===== config.mk =====
export PLATFORM = sky130hd
export DESIGN_NAME = rr_burst_arbiter_flat
export DESIGN_NICKNAME = d
export VERILOG_FILES = /design/src/rtl/rr_burst_arbiter_if.sv /design/src/rtl/rr_burst_arbiter.sv /design/src/flat_wrapper.sv
export SDC_FILE = /design/constraint.sdc
export NUM_CORES = 1
export LEC_CHECK = 0
export ABC_CLOCK_PERIOD_IN_PS = 1700
export CORE_MARGIN = 5
export CORE_UTILIZATION = 41
export DETAILED_ROUTE_END_ITERATION = 12
export HOLD_SLACK_MARGIN = 0.12
export PLACE_DENSITY = 0.72
export SLEW_MARGIN = 20
export SYNTH_ARGS = -nofsm -noshare
export SYNTH_HDL_FRONTEND = slang
export SYNTH_SLANG_ARGS = --single-unit
export TNS_END_PERCENT = 1

===== constraint.sdc =====
create_clock -name clk -period 1.7 [get_ports clk]
set_input_delay 0.255 -clock clk [delete_from_list [all_inputs] [get_ports clk]]
set_output_delay 0.255 -clock clk [all_outputs]
set_load 0.02 [all_outputs]

===== src/rtl/rr_burst_arbiter_if.sv =====
// Request/grant bundle between the requesting masters and rr_burst_arbiter.
// NUM_REQ must match the arbiter instance it connects to.
interface rr_burst_arbiter_if #(
    parameter int unsigned NUM_REQ = 4
);
    localparam int unsigned IdW = $clog2(NUM_REQ);

    logic [NUM_REQ-1:0] req_i;
    logic [NUM_REQ-1:0] done_i;
    logic [NUM_REQ-1:0] gnt_o;
    logic [IdW-1:0]     gnt_id_o;
    logic               busy_o;
    logic               expire_o;

    // Arbiter side
    modport slave (
        input  req_i,
        input  done_i,
        output gnt_o,
        output gnt_id_o,
        output busy_o,
        output expire_o
    );

    // Requester side
    modport master (
        output req_i,
        output done_i,
        input  gnt_o,
        input  gnt_id_o,
        input  busy_o,
        input  expire_o
    );
endinterface


===== src/rtl/rr_burst_arbiter.sv =====
// Round-robin arbiter holding each grant for a whole transaction: released on owner done,
// owner request drop, or burst timeout, with same-cycle handover to the next winner.
module rr_burst_arbiter #(
    parameter int unsigned NUM_REQ   = 4,
    parameter int unsigned MAX_BURST = 8
) (
    input  logic               clk,
    input  logic               reset,
    rr_burst_arbiter_if.slave  arb
);
    localparam int unsigned IdW  = $clog2(NUM_REQ);
    localparam int unsigned CntW = $clog2(MAX_BURST);

    typedef enum logic [0:0] {StIdle, StGrant} state_e;

    state_e             state_q, state_d;
    logic [NUM_REQ-1:0] gnt_q,   gnt_d;
    logic [NUM_REQ-1:0] mask_q,  mask_d;
    logic [CntW-1:0]    cnt_q,   cnt_d;

    logic [NUM_REQ-1:0] masked_req;
    logic [NUM_REQ-1:0] winner;
    logic               cnt_max;
    logic               release_grant;

    function automatic logic [NUM_REQ-1:0] lowest_bit(input logic [NUM_REQ-1:0] v);
        return v & (~v + NUM_REQ'(1));
    endfunction

    // Bits strictly above a one-hot vector.
    function automatic logic [NUM_REQ-1:0] bits_above(input logic [NUM_REQ-1:0] onehot);
        return ~(onehot | (onehot - NUM_REQ'(1)));
    endfunction

    assign cnt_max = (cnt_q == CntW'(MAX_BURST - 1));

    always_ff @(posedge clk or posedge reset) begin
        if (reset) begin
            state_q <= StIdle;
            gnt_q   <= '0;
            mask_q  <= '1;
            cnt_q   <= '0;
        end else begin
            state_q <= state_d;
            gnt_q   <= gnt_d;
            mask_q  <= mask_d;
            cnt_q   <= cnt_d;
        end
    end

    // While granted, mask_q already equals the bits above the owner, so the same
    // selection serves both the idle start and the in-grant handover.
    always_comb begin
        masked_req    = arb.req_i & mask_q;
        winner        = (|masked_req) ? lowest_bit(masked_req) : lowest_bit(arb.req_i);
        release_grant = (|(gnt_q & arb.done_i)) | ~(|(gnt_q & arb.req_i)) | cnt_max;

        state_d = state_q;
        gnt_d   = gnt_q;
        mask_d  = mask_q;
        cnt_d   = cnt_q;

        unique case (state_q)
            StIdle: begin
                if (|arb.req_i) begin
                    state_d = StGrant;
                    gnt_d   = winner;
                    mask_d  = bits_above(winner);
                    cnt_d   = '0;
                end
            end
            StGrant: begin
                if (release_grant) begin
                    if (|arb.req_i) begin
                        gnt_d  = winner;
                        mask_d = bits_above(winner);
                        cnt_d  = '0;
                    end else begin
                        state_d = StIdle;
                        gnt_d   = '0;
                    end
                end else begin
                    cnt_d = cnt_q + 1'b1;
                end
            end
            default: ;
        endcase
    end

    always_comb begin
        arb.gnt_o    = gnt_q;
        arb.busy_o   = |gnt_q;
        arb.expire_o = (state_q == StGrant) && cnt_max;
        arb.gnt_id_o = '0;
        for (int i = 0; i < NUM_REQ; i++) begin
            if (gnt_q[i]) begin
                arb.gnt_id_o = IdW'(i);
            end
        end
    end
endmodule


===== src/flat_wrapper.sv =====
// flat-port wrapper written by rule: the top's interface ports become plain ports
module rr_burst_arbiter_flat 
#(
    parameter int unsigned NUM_REQ   = 4,
    parameter int unsigned MAX_BURST = 8
)
  (clk, reset, arb_req_i, arb_done_i, arb_gnt_o, arb_gnt_id_o, arb_busy_o, arb_expire_o);
  rr_burst_arbiter_if #(.NUM_REQ(NUM_REQ)) arb_i ();
  input  logic clk;
  input  logic reset;
  input wire logic [$bits(arb_i.req_i)-1:0] arb_req_i;
  input wire logic [$bits(arb_i.done_i)-1:0] arb_done_i;
  output wire logic [$bits(arb_i.gnt_o)-1:0] arb_gnt_o;
  output wire logic [$bits(arb_i.gnt_id_o)-1:0] arb_gnt_id_o;
  output wire logic [$bits(arb_i.busy_o)-1:0] arb_busy_o;
  output wire logic [$bits(arb_i.expire_o)-1:0] arb_expire_o;
  assign arb_i.req_i = arb_req_i;
  assign arb_i.done_i = arb_done_i;
  assign arb_gnt_o = arb_i.gnt_o;
  assign arb_gnt_id_o = arb_i.gnt_id_o;
  assign arb_busy_o = arb_i.busy_o;
  assign arb_expire_o = arb_i.expire_o;
  rr_burst_arbiter #(.NUM_REQ(NUM_REQ), .MAX_BURST(MAX_BURST)) u_core (.clk(clk), .reset(reset), .arb(arb_i));
endmodule

Word level (Yosys, flattened, before mapping)
Index checks and enable logic that the tools add are counted.
W data, S select, Z words.
{ "totals": {"output_inout_bits": 8, "elab_cells": 48, "ram_bits": 0, "n_memories": 0, "latchBits": 0, "mem_bits_ro": 0, "reg_bits": 12} }
{ "op_classes": {"mul": 0, "reduce_logical": 7, "bitwise": 13, "shifts": 0, "add_sub_neg": 4, "mux": 17, "n_lt_le_gt_ge": 0, "n_eq_ne": 3, "n_div": 0} }
{ "op_table": {"columns": ["cell", "n"], "rows": [
  ["$mux W4", 6],
  ["$and A4 B4 Y4", 5],
  ["$reduce_or A4 Y1", 5],
  ["$pmux W4 S2", 2],
  ["$not A4 Y4", 3],
  ["$add A4 B1 Y4 const B", 2],
  ["$mux W3", 2],
  ["$pmux W3 S2", 1],
  ["$mux W2", 2],
  ["$or A4 B4 Y4", 1],
  ["$sub A4 B1 Y4 const B", 1],
  ["$add A3 B1 Y3 const B", 1],
  ["$eq A3 B3 Y1 const B", 1],
  ["$mux W1", 3],
  ["$ne A2 B1 Y1 const B", 1],
  ["$ne A2 B2 Y1 const B", 1],
  ["$not A1 Y1", 2],
  ["$or A1 B1 Y1", 2],
  ["$pmux W1 S2", 1],
  ["$reduce_and A2 Y1", 1],
  ["$logic_and A1 B1 Y1", 1]
]} }

Longest topological paths before layout
Gate-level depths: netlist (run 1).
{ "logic_depth": {"depth_word": 11, "mapped_depth": 5, "ltp_nobuf": 5} }

Worst setup path after synthesis (run 1)
Ideal clock, no wire load.
{ "synth_path": {"path_type": "register to register", "from": "register u_core.cnt_q[0]", "to": "register u_core.gnt_q[1] (netlist: u_core.arb.gnt_o[1])", "arrival_time_ns": 1.489, "setup_slack_ns": 0.089, "stages_incl_launch_ff": 6, "required_time_ns": 1.578, "setup_time_ns": 0.122, "synth_period_minus_slack_ns": 1.611, "path_cell_list": "dfrtp_1 -> ha_1 -> ha_1 -> nand3b_1 -> or2_2 -> a32o_1"} }
{ "synth_between": {"elab_chain_len": 4} }
{ "synth_rtl": {"columns": ["element", "line", "text"], "rows": [
  ["from (decl)", "rr_burst_arbiter.sv:19", "logic [CntW-1:0] cnt_q, cnt_d;"],
  ["from (signal assigned)", "rr_burst_arbiter.sv:47", "cnt_q <= cnt_d;"],
  ["$eq A3 B3 Y1", "rr_burst_arbiter.sv:35", "assign cnt_max = (cnt_q == CntW'(MAX_BURST - 1));"],
  ["$or A1 B1 Y1", "rr_burst_arbiter.sv:56", "release_grant = (|(gnt_q & arb.done_i)) | ~(|(gnt_q & arb.req_i)) | cnt_max;"],
  ["$ne A2 B2 Y1 (no source line)", null, null],
  ["$reduce_and A2 Y1 (no source line)", null, null],
  ["to (signal assigned)", "rr_burst_arbiter.sv:45", "gnt_q <= gnt_d;"],
  ["to (decl)", "rr_burst_arbiter.sv:17", "logic [NUM_REQ-1:0] gnt_q, gnt_d;"]
]} }
No other way between the ends.
A chain may end at the register's enable or synchronous reset.

Final worst setup path (run 1)
{ "layout_path": {"from": "register u_core.gnt_q[3] (netlist: u_core.arb.gnt_o[3])", "to": "output arb_busy_o"} }
{ "layout_between": {"elab_chain_len": 1} }
{ "layout_rtl": {"columns": ["element", "line", "text"], "rows": [
  ["$reduce_or A4 Y1", "rr_burst_arbiter.sv:92", "arb.busy_o = |gnt_q;"],
  ["to (decl)", "flat_wrapper.sv:15", "output wire logic [$bits(arb_i.busy_o)-1:0] arb_busy_o;"]
]} }
No other way between the ends.

==> results of run 1 <==
[kinds of logic after synthesis]
logic type      after synthesis
compound gates               23
mux                           3
fa+ha+maj                     2
simple gates                 17
buf+inv                       5
flops                        12
[power groups by stage]
| stage | combinational [mW] | clock, mW | sequential [mW] |
|---|---|---|---|
| detailed placement | 0.871 | 0 | 0.492 |
| global route | 1.01 | 0.212 | 0.494 |
| floorplan | 0.477 | 0 | 0.535 |
| finish | 0.932 | 0.190 | 0.480 |
| global placement | 0.862 | 0 | 0.486 |
| CTS | 0.842 | 0.193 | 0.486 |
[layout make-up]
class | instances | area [um^2] | share of cell area, %
clock buffer | 4 | 26.3 | 2.69
sequential | 12 | 307 | 31.4
tap | 16 | 20.0 | 2.05
timing repair buffer | 30 | 259 | 26.5
multi-input combinational | 45 | 347 | 35.5
inverter | 5 | 18.8 | 1.92
[synthesized netlist by cell type, types with 2 or more instances]
library cell / n / share of area [%]
dfrtp_1: 8 / 30
a22o_1: 7 / 9.3
inv_1: 5 / 2.8
dfstp_2: 4 / 16
nand2_1: 4 / 2.3
nor2_1: 4 / 2.3
a21oi_1: 3 / 2.3
o21ai_0: 3 / 2.3
a22oi_1: 2 / 2.3
ha_1: 2 / 3.8
mux2_4: 2 / 4.6
o22ai_1: 2 / 1.9
or2_2: 2 / 1.9
[registers in the layout (all words and copies together), names as in the netlist]
signal	cells
u_core.state_q	1
u_core.arb.gnt_o	4
u_core.mask_q	4
u_core.cnt_q	3
[layer usage]
layer / track usage (%) / share of wire, %
met5: 0 / 0
met4: 6.55 / 1.7
met3: 3.92 / 8.8
met2: 22.0 / 45
met1: 16.7 / 44
[critical path, delay by kind of cell (launching register included)]
kind,cells,cell delay (ns)
buffers and inverters,1,0.16
and+or+nand+nor,2,0.60
DFF,1,0.39
[per-stage QoR]
stage / setup WS, ns / std cells / util, %
final: 0.0256 / 112 / 64.1
after global placement: -0.221 / 103 / 59.7
after detailed placement: -0.197 / 103 / 59.7
after CTS: 0.00334 / 107 / 60.8
after global routing: -0.0328 / 112 / 64.1
after floorplan: 0.0894 / 62 / -
[what timing repair did]
action	CTS	global route
hold endpoints to repair	0	0
pin swaps	0	2
gates resized for setup	11	5
setup buffers	0	5
setup endpoints to repair	5	7
hold buffers	0	0
[worst paths after layout]
path	from	to	slack [ns]	depth (start not counted)
min in group clk	u_core.mask_q[3]	u_core.mask_q[3]	0.50	2
max in group asynchronous	reset	u_core.mask_q[1]	1.08	2
worst min-delay path	reset	u_core.state_q	0.27	2
worst max-delay path	u_core.arb.gnt_o[3]	arb_busy_o	0.03	3
worst min register to register	u_core.mask_q[3]	u_core.mask_q[3]	0.50	2
worst max register to register	u_core.cnt_q[0]	u_core.mask_q[1]	0.07	5
==> flow_metrics.tcl, run 1 <==
set metrics [dict create \
    status "finished, final reports clean" \
    io_buffers 17 \
    hpwl_mm 1.21 \
    final_common_cell "clkdlybuf4s50_1" \
    totalWireLength_mm 1.60 \
    clkPwrFrac_pct 11.9 \
    synthesis.area_um2 659 \
    synth_edf_count 0 \
    drcViolationCount 0 \
    cts_sinks 12 \
    pwr-share-seq_pct 30.0 \
    synth-main-ff-cell "dfrtp_1" \
    htreeDepth 1 \
    ys_types 27 \
    diodes 0 \
    n_fill_cell 136 \
    cap_viol_max_count 0 \
    tightestPinTransition_ns 0.453 \
    clockRootBuffer "clkbuf_4" \
    dieArea_um2 2510 \
    nNetsFinal 109 \
    critPathMaxStageDelay_ns 0.39 \
    synthXorXnorAreaFrac_pct 0 \
    yosys.area_share.simple_pct 14.2 \
    vias 620 \
    antenna_found_initial 0 \
    leakage_nw 0.472 \
    crit_slowest_cell "dfrtp_1" \
    p_sw_share_pct 38.3 \
    cp-start-kind "register" \
    die_h_um 50.1 \
    rows 14 \
    clock_latency_ns 0.27 \
    period_needed_ns 1.67 \
    overflow 0 \
    gp_congestion 0.877 \
    grt_pass1_vias 569 \
    fin_area_um2 977 \
    core_area_um2 1520 \
    initial_core_util_pct 43.3 \
    synth_adder_area_share_pct 3.80 \
    powerDensity_nw_per_um2 1640 \
    setup_viol 0 \
    yosysWarnings 0 \
    hp-class "in2async" \
    initialDrtViolationCount 11 \
    syn_avg_cell_area_um2 10.6 \
    arrival_ns 1.42 \
    critical_path_class "reg2out" \
    antenna_left 0 \
    synth_compound_area_share_pct 26.8 \
    synth_top_family_by_area "compound AO/OA/AOI/OAI gates" \
    critPathMaxFanout 2 \
    hold_slack_ns 0.275 \
    pin_count 18 \
    clock-skew-final_ns 0.00803 \
    drive_gt1_share_pct 33.3 \
    synth_nets 74 \
    muxShareOfSynthArea_pct 6.07 \
    place_area_um2 910 \
    first_pass_iters 4 \
    worst_ep_required_time_ns 1.44 \
    ys_seq_elements 12 \
    internal_power_uw 989 \
    grt_pass1_wl_mm 2.64 \
    ys_seq_area_share_pct 46.3 \
    finalCritPeriodShare_pct 98.5 \
    async_reset_ff_share_pct 100 \
    wl_per_cell_um 14.3 \
    clk_path_buf_depth 2 \
    power.net_switching_uw 614 \
    slew_viol_final 0 \
    end_kind "output pin" \
    syn-instance-count 62 \
    timing.fmax_mhz 597 \
    vdd_ir_drop_max_v 0.00105 \
    combinationalPowerShare_pct 58.2 \
    via_per_inst 5.54 \
    cts_tree "done" \
    synthToLayoutAreaGrowth_pct 48.2 \
    final.setup.tns_ns 0 \
    cts-buffers-inserted 3 \
    path_cells "or2_2, or3_1, buf_2" \
    grt_usage_pct 13.7 \
    clk_pin_slew_ns 0.08 \
    final_hold_viol_count 0 \
    layout_common_cells "clkdlybuf4s50_1, buf_4, a22o_1, dfrtp_1, inv_1" \
    fp.dieW_um 50.1 \
    grt_start_max_net_pins 13 \
    power_mw 1.60 \
    timing.slew.headroom_pct 69.8 \
    rsz0062_at_grt "true" \
]
No activity file was read; power rests on OpenSTA's default activity.
==> run 2: changes to the inputs <==
--- a/config.mk
+++ b/config.mk
@@ -10,7 +10,7 @@
 export CORE_UTILIZATION = 41
 export DETAILED_ROUTE_END_ITERATION = 12
 export HOLD_SLACK_MARGIN = 0.12
-export PLACE_DENSITY = 0.72
+export PLACE_DENSITY = 0.8
 export SLEW_MARGIN = 20
 export SYNTH_ARGS = -nofsm -noshare
 export SYNTH_HDL_FRONTEND = slang
==> run 2 against run 1 <==
Effect of this change:
- maximum frequency up 0.84%
- via count up 0.32%
- clock skew down 0.0030 ns
- cell count down 1.8%
- sequential share of layout area down 0.13 points
- die area unchanged
- hold slack better by 0.026 ns
- critical endpoint is now u_core.mask_q[1]
- power down 3.1%
- register-to-register slack worse by 0.03 ns
- worst setup slack better by 0.014 ns
- first-iteration DRC count up 45%
- flip-flop and latch count unchanged
==> flow_metrics.tcl, run 2 (synthesis gave the netlist of run 1 again) <==
set metrics [dict create \
    synthToLayoutAreaGrowth_pct 48.2 \
    fin_util_pct 64.1 \
    hpwl_mm 1.28 \
    clock_latency_ns 0.26 \
    antenna_found_initial 0 \
    htreeDepth 1 \
    finalCritPeriodShare_pct 97.7 \
    rows 14 \
    diodes 0 \
    leakage_nw 0.464 \
    timing.slew.headroom_pct 68.3 \
    clk_path_buf_depth 2 \
    cts-buffers-inserted 3 \
    initial_core_util_pct 43.3 \
    powerDensity_nw_per_um2 1590 \
    path_cells "ha_2, ha_4, nand3b_1, o21a_4, mux2_4" \
    grt_pass1_vias 603 \
    via_per_inst 5.65 \
    rsz0062_at_grt "true" \
    power_mw 1.55 \
    vdd_ir_drop_max_v 0.000789 \
    io_buffers 17 \
    hp-class "in2async" \
    post-place-ws_ns -0.226 \
    overflow 0 \
    dpl.cell_count 106 \
    first_pass_iters 4 \
    layout_common_cells "clkdlybuf4s50_1, buf_4, dfrtp_1" \
    drive_gt1_share_pct 31.9 \
    arrival_ns 1.85 \
    final_common_cell "clkdlybuf4s50_1" \
    pin_count 18 \
    critPathMaxFanout 7 \
    critical_path_class "reg2reg" \
    initialDrtViolationCount 16 \
    setup_viol 0 \
    drcViolationCount 0 \
    gp_congestion 0.779 \
    die_h_um 50.1 \
    grt_start_max_net_pins 13 \
    r2r_start "u_core.cnt_q[0]" \
    timing.fmax_mhz 602 \
    clock-skew-final_ns 0.00504 \
    ff_latch_area_um2 305 \
    cts_tree "done" \
    nNetsFinal 108 \
    fp.dieW_um 50.1 \
    grt_pass1_wl_mm 2.69 \
    n_fill_cell 135 \
    multi_input_area_um2 357 \
    cts_sinks 12 \
    vias 622 \
    status "finished, final reports clean" \
    final_hold_viol_count 0 \
    core_area_um2 1520 \
    instances_no_fill 110 \
    totalWireLength_mm 1.63 \
    setup.worst_path.start "u_core.cnt_q[0]" \
    clockRootBuffer "clkbuf_4" \
    period_needed_ns 1.66 \
    end_kind "register" \
    slew_viol_final 0 \
    cp-start-kind "register" \
    critPathMaxStageDelay_ns 0.38 \
    final.setup.tns_ns 0 \
    clk_pin_slew_ns 0.07 \
    cap_viol_max_count 0 \
    tightestPinTransition_ns 0.474 \
    dieArea_um2 2510 \
    antenna_left 0 \
    wl_per_cell_um 14.8 \
    fin_ws_ns 0.0396 \
    crit_slowest_cell "dfrtp_1" \
    grt_usage_pct 13.6 \
    worst_ep_required_time_ns 1.89 \
]
run 2: changes by cell type in the layout (fill, tap and decap cells not counted), sizes merged:
| cell | change |
|---|---|
| clkbuf | -1 |
| clkdlybuf4s15 | +1 |
| buf | -2 |
run 2: worst max-delay path: cells and delay by family, from the launching register on:
kind                       cells  cell delay (ns)
and+or+nand+nor                1             0.24
DFF                            1             0.38
AOI/OAI and AO/OA              1             0.31
muxes                          1             0.30
adders and majority gates      2             0.35
run 2: per-stage QoR:
stage | hold slack (ns) | cell area (um^2)
after detailed placement | 0.482 | 932
after CTS | 0.303 | 955
after global routing | 0.332 | 977
after floorplan | 0.117 | 659
after global placement | 0.477 | 932
final | 0.301 | 977
run 2: what timing repair did:
item                       CTS  global route
hold buffers                 0             0
resized for setup           11             3
setup endpoints to repair    6             8
buffers inserted             0             1
pin swaps                    1             1
run 2: power by group:
part	internal (mW)	total [mW]	switching (mW)	leakage [nW]
Combinational	0.469	0.918	0.449	0.306
Sequential	0.403	0.471	0.0680	0.144
Clock	0.0816	0.165	0.0834	0.0138
Total	0.953	1.55	0.601	0.464
run 2: final cells by class:
class / count / share of cell area [%]
clock buffer: 3 / 2.30
inverter: 5 / 1.92
multi-input combinational: 45 / 36.5
sequential: 12 / 31.2
tap: 16 / 2.05
timing repair buffer: 29 / 26.0
run 2: path summary, 6_finish.rpt:
check                      cells past startpoint  slack [ns]                  end
setup / recovery                               5        0.04     u_core.mask_q[1]
hold / removal                                 2        0.30  u_core.arb.gnt_o[2]
setup reg to reg                               5        0.04     u_core.mask_q[1]
hold reg to reg                                2        0.49     u_core.mask_q[3]
max in group asynchronous                      2        1.05     u_core.mask_q[0]
min in group clk                               2        0.49     u_core.mask_q[3]
run 2: metal layers:
| layer | vias up | share of wire (%) | GRT usage, % |
|---|---|---|---|
| met5 | - | 0 | 0 |
| met4 | 0 | 2.1 | 6.55 |
| met3 | 4 | 8.5 | 3.01 |
| met2 | 28 | 48 | 22.0 |
| met1 | 287 | 41 | 16.9 |
| li1 | 303 | - | - |
